## config.mk

```make
export PLATFORM = sky130hd
export DESIGN_NAME = load_store_unit
export DESIGN_NICKNAME = d
export VERILOG_FILES = /design/src/rtl/load_store_unit.sv
export SDC_FILE = /design/constraint.sdc
export NUM_CORES = 1
export LEC_CHECK = 0
export CAP_MARGIN = 10
export CELL_PAD_IN_SITES_DETAIL_PLACEMENT = 1
export CELL_PAD_IN_SITES_GLOBAL_PLACEMENT = 2
export CORE_UTILIZATION = 28
export CTS_CLUSTER_DIAMETER = 200
export CTS_CLUSTER_SIZE = 24
export DETAILED_ROUTE_END_ITERATION = 16
export GPL_TIMING_DRIVEN = 0
export MAX_ROUTING_LAYER = met4
export PLACE_DENSITY = 0.91
export SLEW_MARGIN = 20
export SYNTH_ARGS = -nofsm -noshare
export SYNTH_HDL_FRONTEND = slang
export SYNTH_SLANG_ARGS = --single-unit
```

## constraint.sdc

```tcl
create_clock -name clk -period 7 [get_ports clk]
set_input_delay 1.4 -clock clk [delete_from_list [all_inputs] [get_ports clk]]
set_output_delay 1.4 -clock clk [all_outputs]
set_load 0.02 [all_outputs]
```

## src/rtl/load_store_unit.sv

```systemverilog
// load_store_unit: single-port data memory initiator with sub-word RMW.
// Byte/half support is built only when LSU_SUBWORD_EN is defined.
module load_store_unit (
   input  logic        clk,
   input  logic        rst,
   input  logic        req_valid,
   output logic        req_ready,
   input  logic        req_we,
   input  logic [31:0] req_addr,
   input  logic [31:0] req_wdata,
   input  logic [1:0]  req_size,
   input  logic        req_unsigned,
   output logic        rsp_valid,
   output logic [31:0] rsp_rdata,
   output logic        rsp_err,
   output logic [31:0] mem_address,
   output logic [31:0] mem_write_data,
   output logic        mem_w_en,
   input  logic [31:0] mem_read_data
);

   typedef enum logic [2:0] {
      S_IDLE, S_LOAD, S_RMW, S_WRITE, S_RESP
   } state_e;

   state_e      state_q, state_d;
   logic [31:0] addr_q, addr_d;
   logic [31:0] wdata_q, wdata_d;
   logic [31:0] rdata_q, rdata_d;
   logic        err_q, err_d;
   logic        req_err;
   logic [31:0] load_val;

`ifdef LSU_SUBWORD_EN
   logic [1:0]  size_q, size_d;
   logic        uns_q, uns_d;
   logic [31:0] shifted;
   logic [31:0] lane_mask;
   logic [4:0]  shamt;
   logic [31:0] merged;
   logic        sx;

   // Decode request legality and extract/merge the addressed lane
   always_comb begin
      req_err   = (req_size == 2'b11) ||
                  (req_size == 2'b01 && req_addr[0]) ||
                  (req_size == 2'b10 && req_addr[1:0] != 2'b00);
      shamt     = {addr_q[1:0], 3'b000};
      shifted   = mem_read_data >> shamt;
      lane_mask = (size_q == 2'b00) ? 32'h0000_00FF : 32'h0000_FFFF;
      merged    = (mem_read_data & ~(lane_mask << shamt)) |
                  ((wdata_q & lane_mask) << shamt);
      sx        = 1'b0;
      load_val  = mem_read_data;
      if (size_q == 2'b00) begin
         sx       = ~uns_q & shifted[7];
         load_val = {{24{sx}}, shifted[7:0]};
      end else if (size_q == 2'b01) begin
         sx       = ~uns_q & shifted[15];
         load_val = {{16{sx}}, shifted[15:0]};
      end
   end
`else
   logic unused_nosub;

   // Only aligned word accesses are legal in this build
   always_comb begin
      req_err  = (req_size != 2'b10) || (req_addr[1:0] != 2'b00);
      load_val = mem_read_data;
   end

   assign unused_nosub = ^{req_unsigned, addr_q[1:0]};
`endif

   // Request registers and state, cleared asynchronously
   always_ff @(posedge clk or posedge rst) begin
      if (rst) begin
         state_q <= S_IDLE;
         addr_q  <= '0;
         wdata_q <= '0;
         rdata_q <= '0;
         err_q   <= 1'b0;
`ifdef LSU_SUBWORD_EN
         size_q  <= 2'b00;
         uns_q   <= 1'b0;
`endif
      end else begin
         state_q <= state_d;
         addr_q  <= addr_d;
         wdata_q <= wdata_d;
         rdata_q <= rdata_d;
         err_q   <= err_d;
`ifdef LSU_SUBWORD_EN
         size_q  <= size_d;
         uns_q   <= uns_d;
`endif
      end
   end

   // Next-state and memory-port drive
   always_comb begin
      state_d        = state_q;
      addr_d         = addr_q;
      wdata_d        = wdata_q;
      rdata_d        = rdata_q;
      err_d          = err_q;
`ifdef LSU_SUBWORD_EN
      size_d         = size_q;
      uns_d          = uns_q;
`endif
      req_ready      = 1'b0;
      rsp_valid      = 1'b0;
      mem_address    = '0;
      mem_write_data = '0;
      mem_w_en       = 1'b0;
      unique case (state_q)
         S_IDLE: begin
            req_ready = ~rst;
            if (req_valid) begin
               addr_d  = req_addr;
               wdata_d = req_wdata;
               rdata_d = '0;
               err_d   = req_err;
`ifdef LSU_SUBWORD_EN
               size_d  = req_size;
               uns_d   = req_unsigned;
`endif
               if (req_err)
                  state_d = S_RESP;
               else if (!req_we)
                  state_d = S_LOAD;
`ifdef LSU_SUBWORD_EN
               else if (req_size != 2'b10)
                  state_d = S_RMW;
`endif
               else
                  state_d = S_WRITE;
            end
         end
         S_LOAD: begin
            mem_address = {addr_q[31:2], 2'b00};
            rdata_d     = load_val;
            state_d     = S_RESP;
         end
`ifdef LSU_SUBWORD_EN
         S_RMW: begin
            mem_address = {addr_q[31:2], 2'b00};
            wdata_d     = merged;
            state_d     = S_WRITE;
         end
`endif
         S_WRITE: begin
            mem_address    = {addr_q[31:2], 2'b00};
            mem_write_data = wdata_q;
            mem_w_en       = 1'b1;
            state_d        = S_RESP;
         end
         S_RESP: begin
            rsp_valid = 1'b1;
            state_d   = S_IDLE;
         end
         default: state_d = S_IDLE;
      endcase
   end

   assign rsp_rdata = rdata_q;
   assign rsp_err   = err_q;

endmodule

```

==> PnR_summary.wiki, run 1 <==
{| class="wikitable"
! Metric !! Value
|-
| Critical path class || in2out
|-
| Die span in x || 127 µm
|-
| Data required time at the worst endpoint || 5.60 ns
|-
| H-tree level count || 3
|-
| Quantity of gates resized following cts || 0
|-
| DRC violations left || 0
|-
| Clock tree from TritonCTS || done
|-
| Fin Setup TNS || 0 ns
|-
| Launching instance or port of the critical path || rst
|-
| Post-route clock period utilization || 60.5%
|-
| Core outline area || 15300 µm²
|-
| Layout area overhead || 59.0%
|-
| Number of diodes || 0
|-
| Remaining global-route overflow || 0
|-
| Sequential element share of the synthesized area || 55.7%
|-
| Distinct cell type count after synthesis || 23
|-
| Count of flip-flops with a built-in enable after synthesis || 0
|-
| Gate count of the mapped netlist || 298
|-
| Mean instance size in the synthesized netlist || 14.8 µm²
|-
| Run status || completed
|-
| Largest cells by area after synthesis || sky130_fd_sc_hd__dfrtp_1 (56%), sky130_fd_sc_hd__mux2_4 (20%), sky130_fd_sc_hd__a22o_1 (6.4%)
|-
| Total Die Area || 16200 µm²
|-
| Critical path buffers and inverters || 2
|-
| Vertical extent of the die || 127 µm
|-
| Slowest library cell on the worst path || sky130_fd_sc_hd__clkdlybuf4s50_1
|-
| Share of the synthesized area in the top cell type || 55.7%
|-
| Largest driver fanout on the critical path || 2
|-
| Standard cell area after detailed placement || 6690 µm²
|-
| CTS Buf Count || 9
|-
| Total number of yosys warnings || 0
|-
| Number of cells in the finished layout apart from fillers || 726
|-
| Hold buffer count at cts || 0
|-
| TritonRoute pass-1 iters || 3
|-
| Peak VDD IR || 0.152 mV
|-
| Port buffer count || 199
|-
| Vias || 3264
|-
| Cell chosen for the clock root || sky130_fd_sc_hd__clkbuf_16
|-
| Post-synthesis async set-or-reset flop share || 100%
|-
| RSZ-0062 raised after global routing || false
|-
| Worst Slack Setup Final || 2.77 ns
|-
| GRT Total Usage || 16.5%
|-
| Dpl ws || 2.77 ns
|-
| Number of global-route vias before repair || 3664
|-
| Maximum buffer depth of the clock tree || 2
|-
| Total count of max-transition violations in the final report || 0
|-
| DR iter-0 viols || 61
|-
| Placed cell count || 710
|-
| Max Cap Viol || 0
|-
| Site Rows || 45
|-
| Endpoint of the worst register-to-register path || wdata_q[12]
|-
| Most area-hungry cell type in the Yosys netlist || sky130_fd_sc_hd__dfrtp_1
|-
| Nature of the critical path endpoint || output port
|-
| Worst reg2reg setup slack || 5.32 ns
|-
| DPL Wire Length || 9080 µm
|-
| First-pass GRT wire length || 20000 µm
|-
| Cell area after layout || 7000 µm²
|-
| Routed vias/inst || 4.50
|-
| Worst Path Arrival || 2.83 ns
|-
| Achievable frequency || 236 MHz
|-
| Hold Fails Final Rpt || 0
|-
| Post-synthesis instance area || 4400 µm²
|-
| Starting density of the core || 28.8%
|-
| Setup fix buffers added after clock tree synthesis || 0
|-
| Most used cell, CP || sky130_fd_sc_hd__clkdlybuf4s50_1
|-
| Number of synthesized register bits || 98
|-
| Pin count of the biggest net entering global routing || 73
|-
| Clock skew || 0.00425 ns
|-
| Delay of the slowest cell on the worst path || 0.69 ns
|-
| Worst-skew pair later-pin latency || 0.34 ns
|-
| Total stage count of the critical path || 3
|-
| Layout Nets || 613
|-
| Antenna violations before repair || 0
|-
| Worst Setup Start Kind || input pin
|-
| Share of layout cells above drive strength 1 || 19.8%
|-
| Routed wire per std cell || 17.2 µm
|-
| Final ANT Viol Nets || 0
|-
| CP delay by family, top || buffers and inverters
|-
| Routability cong. || 0.711
|-
| Number of top-level design ports || 203
|-
| Clock-pin transition on the worst setup and hold timing paths || 0.06 ns
|-
| Worst Reg2Reg Path Length in Cells || 4
|-
| Most frequently used flop master after synthesis || sky130_fd_sc_hd__dfrtp_1
|-
| Critical path cell sequence || clkdlybuf4s50_1 -> nor4_1 -> clkdlybuf4s50_1
|-
| Shortest clock period the worst path allows after layout || 4.23 ns
|-
| Pwr dens || 205 nW/µm²
|-
| Crit Reg-Reg Startpoint || state_q[0]
|-
| Routed wire length || 12500 µm
|-
| Worst Setup EP || req_ready
|-
| Number of failing setup endpoints in the final timing report || 0
|-
| Type of the worst min-delay path || reg2reg
|-
| Number of sinks handled by clock tree synthesis || 98
|-
| Leakage power figure || 0.00314 µW
|}
==> area by class of cell <==
class | count | area [µm²]
clock inverters | 5 | 52.6
repair buffers | 200 | 2020
inverters | 1 | 8.76
multi-input cells | 173 | 1720
fillers | 1588 | 8260
flip-flops and latches | 98 | 2450
plain buffers | 27 | 233
well taps | 211 | 264
clock buffers | 11 | 253
==> cells in the mapped netlist, types with 2 or more instances <==
library cell	n
sky130_fd_sc_hd__dfrtp_1	98
sky130_fd_sc_hd__mux2_4	59
sky130_fd_sc_hd__a22o_1	32
sky130_fd_sc_hd__and2_1	32
sky130_fd_sc_hd__and3_1	32
sky130_fd_sc_hd__clkbuf_1	9
sky130_fd_sc_hd__buf_12	6
sky130_fd_sc_hd__buf_2	6
sky130_fd_sc_hd__buf_4	5
sky130_fd_sc_hd__mux2_2	3
sky130_fd_sc_hd__nor2_1	3
sky130_fd_sc_hd__nor2b_1	2
==> layout by cell type (no fill, tap or decap), types with 2 or more instances in the layout <==
cell type and instances:
sky130_fd_sc_hd__clkdlybuf4s50_1 199, sky130_fd_sc_hd__dfrtp_1 98, sky130_fd_sc_hd__mux2_4 59, sky130_fd_sc_hd__a22o_1 32
sky130_fd_sc_hd__and2_1 32, sky130_fd_sc_hd__and3_1 32, sky130_fd_sc_hd__clkbuf_1 9, sky130_fd_sc_hd__clkbuf_16 9
sky130_fd_sc_hd__buf_2 6, sky130_fd_sc_hd__buf_12 6, sky130_fd_sc_hd__buf_4 5, sky130_fd_sc_hd__nor2_1 3
sky130_fd_sc_hd__mux2_2 3, sky130_fd_sc_hd__clkinv_2 3, sky130_fd_sc_hd__nor2b_1 2, sky130_fd_sc_hd__conb_1 2
sky130_fd_sc_hd__clkbuf_8 2
==> through the flow <==
stage / total power (µW) / utilization [%] / hold slack, ns
2_1_floorplan: 827 / - / 0.472
3_3_place_gp: 922 / 43.6 / 0.481
3_5_place_dp: 937 / 43.9 / 0.481
4_1_cts: 1460 / 45.9 / 0.504
5_1_grt: 1510 / 45.9 / 0.520
6_report: 1430 / 45.9 / 0.495
==> state kept, by name (all words and copies together), names as in the netlist <==
| signal | flops |
|---|---|
| wdata_q | 32 |
| rsp_err | 1 |
| rsp_rdata | 32 |
| state_q | 3 |
| addr_q | 30 |
==> layer usage <==
layer	track usage [%]	wire length [µm]	vias to the layer above	share of wire, %
met2	25.5	5920	123	48
li1	-	-	1471	-
met3	4.82	869	15	7.0
met5	-	0	-	0
met4	6.37	222	0	1.8
met1	20.4	5440	1655	44
==> worst min-delay path, delay by kind of cell, from the launching register on <==
family | cells | cell delay [ns]
DFF | 1 | 0.34
and+or+nand+nor | 2 | 0.12
==> power breakdown <==
part	total (µW)	internal, µW	switching, µW
Sequential	670	634	36.5
Combinational	254	172	82.1
Clock	506	295	212
==> worst min-delay path by stage <==
stage	from	endpoint	slack [ns]	cells after the start
final	rsp_err	rsp_err	0.50	2
after CTS	rsp_rdata[27]	rsp_rdata[27]	0.50	1
after global placement	rsp_rdata[4]	rsp_rdata[4]	0.48	1
after global routing	addr_q[31]	addr_q[31]	0.52	1
after floorplan	addr_q[30]	addr_q[30]	0.47	1
after detailed placement	rsp_rdata[8]	rsp_rdata[8]	0.48	1
==> kinds of logic (layout without fill, tap and decap cells) <==
group | Yosys count | after routing | share of synthesized area [%]
simple gates | 75 | 75 | 11.2
other cells | 1 | 2 | 0.0852
flops | 98 | 98 | 55.7
buf+inv | 28 | 244 | 5.37
compound gates | 34 | 34 | 6.68
mux | 62 | 62 | 20.9
Power figures use the tool's default switching activity.
==> inputs of run 2 (changes only) <==
--- a/config.mk
+++ b/config.mk
@@ -8,13 +8,13 @@
 export CAP_MARGIN = 10
 export CELL_PAD_IN_SITES_DETAIL_PLACEMENT = 1
 export CELL_PAD_IN_SITES_GLOBAL_PLACEMENT = 2
-export CORE_UTILIZATION = 28
+export CORE_UTILIZATION = 24
 export CTS_CLUSTER_DIAMETER = 200
 export CTS_CLUSTER_SIZE = 24
 export DETAILED_ROUTE_END_ITERATION = 16
 export GPL_TIMING_DRIVEN = 0
 export MAX_ROUTING_LAYER = met4
-export PLACE_DENSITY = 0.91
+export PLACE_DENSITY = 0.83
 export SLEW_MARGIN = 20
 export SYNTH_ARGS = -nofsm -noshare
 export SYNTH_HDL_FRONTEND = slang
==> constraint.sdc (replaced) <==
create_clock -name clk -period 3.59 [get_ports clk]
set_input_delay 0.718 -clock clk [delete_from_list [all_inputs] [get_ports clk]]
set_output_delay 0.718 -clock clk [all_outputs]
set_load 0.02 [all_outputs]
==> run 2 against run 1 <==
  * Via count down 1.1%
  * Sequential share of layout area decreased by 0.14 points
  * Sequential power grew 96%
  * Flip-flop and latch count did not move
  * Largest power group unchanged
==> PnR_summary.wiki, run 2 (synthesis gave the netlist of run 1 again) <==
{| class="wikitable"
! Metric !! Value
|-
| Port buffer count || 199 (unchanged)
|-
| Worst hold path depth || 1 (was 2)
|-
| Worst Path Arrival || 2.46 ns (was 2.83 ns)
|-
| Setup fix buffers added after clock tree synthesis || 0 (unchanged)
|-
| Starting density of the core || 24.5% (was 28.8%)
|-
| Vertical extent of the die || 137 µm (was 127 µm)
|-
| Nature of the critical path endpoint || output port (unchanged)
|-
| Total count of max-transition violations in the final report || 0 (unchanged)
|-
| Cell chosen for the clock root || sky130_fd_sc_hd__clkbuf_16 (unchanged)
|-
| Pwr dens || 402 nW/µm² (was 205 nW/µm²)
|-
| Number of global-route vias before repair || 3661 (was 3664)
|-
| Clock tree from TritonCTS || done (unchanged)
|-
| Leakage power figure || 0.00314 µW (about the same)
|-
| Layout area overhead || 59.7% (was 59.0%)
|-
| Remaining global-route overflow || 0 (unchanged)
|-
| Antenna violations before repair || 0 (unchanged)
|-
| GRT Total Usage || 14.2% (was 16.5%)
|-
| Core outline area || 18000 µm² (was 15300 µm²)
|-
| Final ANT Viol Nets || 0 (unchanged)
|-
| Layout Nets || 613 (unchanged)
|-
| Number of cells in the finished layout apart from fillers || 744 (was 726)
|-
| Data required time at the worst endpoint || 2.87 ns (was 5.60 ns)
|-
| Site Rows || 49 (was 45)
|-
| First-pass GRT wire length || 19700 µm (was 20000 µm)
|-
| Delay of the slowest cell on the worst path || 0.61 ns (was 0.69 ns)
|-
| Clock skew || 0.00831 ns (was 0.00425 ns)
|-
| Pin count of the biggest net entering global routing || 53 (was 73)
|-
| Crit Reg-Reg Startpoint || state_q[0] (unchanged)
|-
| Commonest non-fill, non-tap cells in the layout || sky130_fd_sc_hd__clkdlybuf4s50_1 (199), sky130_fd_sc_hd__dfrtp_1 (98), sky130_fd_sc_hd__mux2_4 (59) (unchanged)
|-
| Clock-pin transition on the worst setup and hold timing paths || 0.06 ns (about the same)
|-
| Critical path cell sequence || nor2b_1 -> buf_2 -> clkbuf_1 -> and3_1 -> clkdlybuf4s50_1 (was clkdlybuf4s50_1 -> nor4_1 -> clkdlybuf4s50_1)
|-
| Fin Setup TNS || 0 ns (unchanged)
|-
| DPL Wire Length || 9580 µm (was 9080 µm)
|-
| PnR Total Power || 2820 µW (was 1430 µW)
|-
| Peak VDD IR || 0.198 mV (was 0.152 mV)
|-
| Slowest library cell on the worst path || sky130_fd_sc_hd__clkdlybuf4s50_1 (unchanged)
|-
| Type of the worst min-delay path || reg2reg (unchanged)
|-
| Post-route worst hold slack || 0.495 ns (about the same)
|-
| Number of diodes || 0 (unchanged)
|-
| Routed wire length || 12800 µm (was 12500 µm)
|-
| Hold buffer count at cts || 0 (unchanged)
|-
| Largest driver fanout on the critical path || 10 (was 2)
|-
| Worst Slack Setup Final || 0.407 ns (was 2.77 ns)
|-
| Critical path class || reg2out (was in2out)
|-
| Endpoint of the worst register-to-register path || addr_q[27] (was wdata_q[12])
|-
| Achievable frequency || 314 MHz
|-
| Post-route clock period utilization || 88.7%
|-
| CP delay by family, top || buffers and inverters (unchanged)
|-
| Worst-skew pair later-pin latency || 0.34 ns (about the same)
|-
| Hold Fails Final Rpt || 0 (unchanged)
|-
| Routed vias/inst || 4.34 (was 4.50)
|-
| Commonest non-fill, non-tap cell in the layout || sky130_fd_sc_hd__clkdlybuf4s50_1 (unchanged)
|-
| DR iter-0 viols || 76 (was 61)
|-
| RSZ-0062 raised after global routing || false (unchanged)
|-
| H-tree level count || 3 (unchanged)
|-
| Dpl ws || 0.701 ns (was 2.77 ns)
|-
| Max Cap Viol || 0 (unchanged)
|-
| DRC violations left || 0 (unchanged)
|-
| Critical path buffers and inverters || 3 (was 2)
|-
| Placed cell count || 728 (was 710)
|-
| CTS Buf Count || 9 (unchanged)
|-
| Number of sinks handled by clock tree synthesis || 98 (unchanged)
|-
| Quantity of gates resized following cts || 0 (unchanged)
|-
| Total Die Area || 18900 µm² (was 16200 µm²)
|-
| Min-delay src || rsp_rdata[13] (was rsp_err)
|-
| Worst reg2reg setup slack || 1.93 ns (was 5.32 ns)
|-
| Run status || completed (unchanged)
|-
| Number of failing setup endpoints in the final timing report || 0 (unchanged)
|-
| End of the worst hold path || rsp_rdata[13] (was rsp_err)
|-
| Number of top-level design ports || 203 (unchanged)
|-
| Die span in x || 137 µm (was 127 µm)
|-
| TritonRoute pass-1 iters || 4 (was 3)
|-
| Vias || 3229 (was 3264)
|-
| Maximum buffer depth of the clock tree || 2 (unchanged)
|-
| Shortest clock period the worst path allows after layout || 3.18 ns
|-
| Routability cong. || 0.722 (was 0.711)
|-
| Worst Setup Start Kind || flip-flop (was input pin)
|-
| Share of layout cells above drive strength 1 || 19.4% (was 19.8%)
|-
| Worst Reg2Reg Path Length in Cells || 4 (unchanged)
|-
| Routed wire per std cell || 17.2 µm (about the same)
|}
==> run 2: layout make-up <==
class	count	area, µm²
Clock buffer	11	233
Tap cell	229	287
Timing Repair Buffer	200	2020
Fill cell	1905	10900
Sequential cell	98	2450
Inverter	1	8.76
Buffer	27	233
Multi-Input combinational cell	173	1720
Clock inverter	5	78.8
==> run 2: report_power, final <==
group	internal, µW	switching, µW
Clock	610	408
Combinational	336	160
Sequential	1240	72.7
Total	2180	640
==> run 2: how the worst max path moves through the flow <==
stage | depth (start not counted) | endpoint | slack (ns) | from
final | 5 | mem_write_data[25] | 0.41 | state_q[0]
after global routing | 5 | mem_address[19] | 0.22 | state_q[0]
after CTS | 5 | mem_write_data[25] | 0.31 | state_q[0]
after detailed placement | 3 | req_ready | 0.70 | rst
after global placement | 2 | addr_q[13] | -1.33 | rst
after floorplan | 1 | addr_q[10] | 0.31 | rst
==> run 2: metal layers <==
| metal | vias to the layer above | GRT usage [%] | routed length, µm |
|---|---|---|---|
| li1 | 1474 | - | - |
| met1 | 1625 | 16.8 | 5320 |
| met2 | 120 | 24.1 | 6620 |
| met3 | 10 | 2.83 | 699 |
| met4 | 0 | 4.82 | 148 |
| met5 | - | - | 0 |
==> run 2: stage by stage <==
stage / cell area (µm²) / util, %
after floorplan: 4400 / -
after global placement: 6680 / 37.2
after detailed placement: 6720 / 37.4
after CTS: 7030 / 39.1
after global routing: 7030 / 39.1
final: 7030 / 39.1
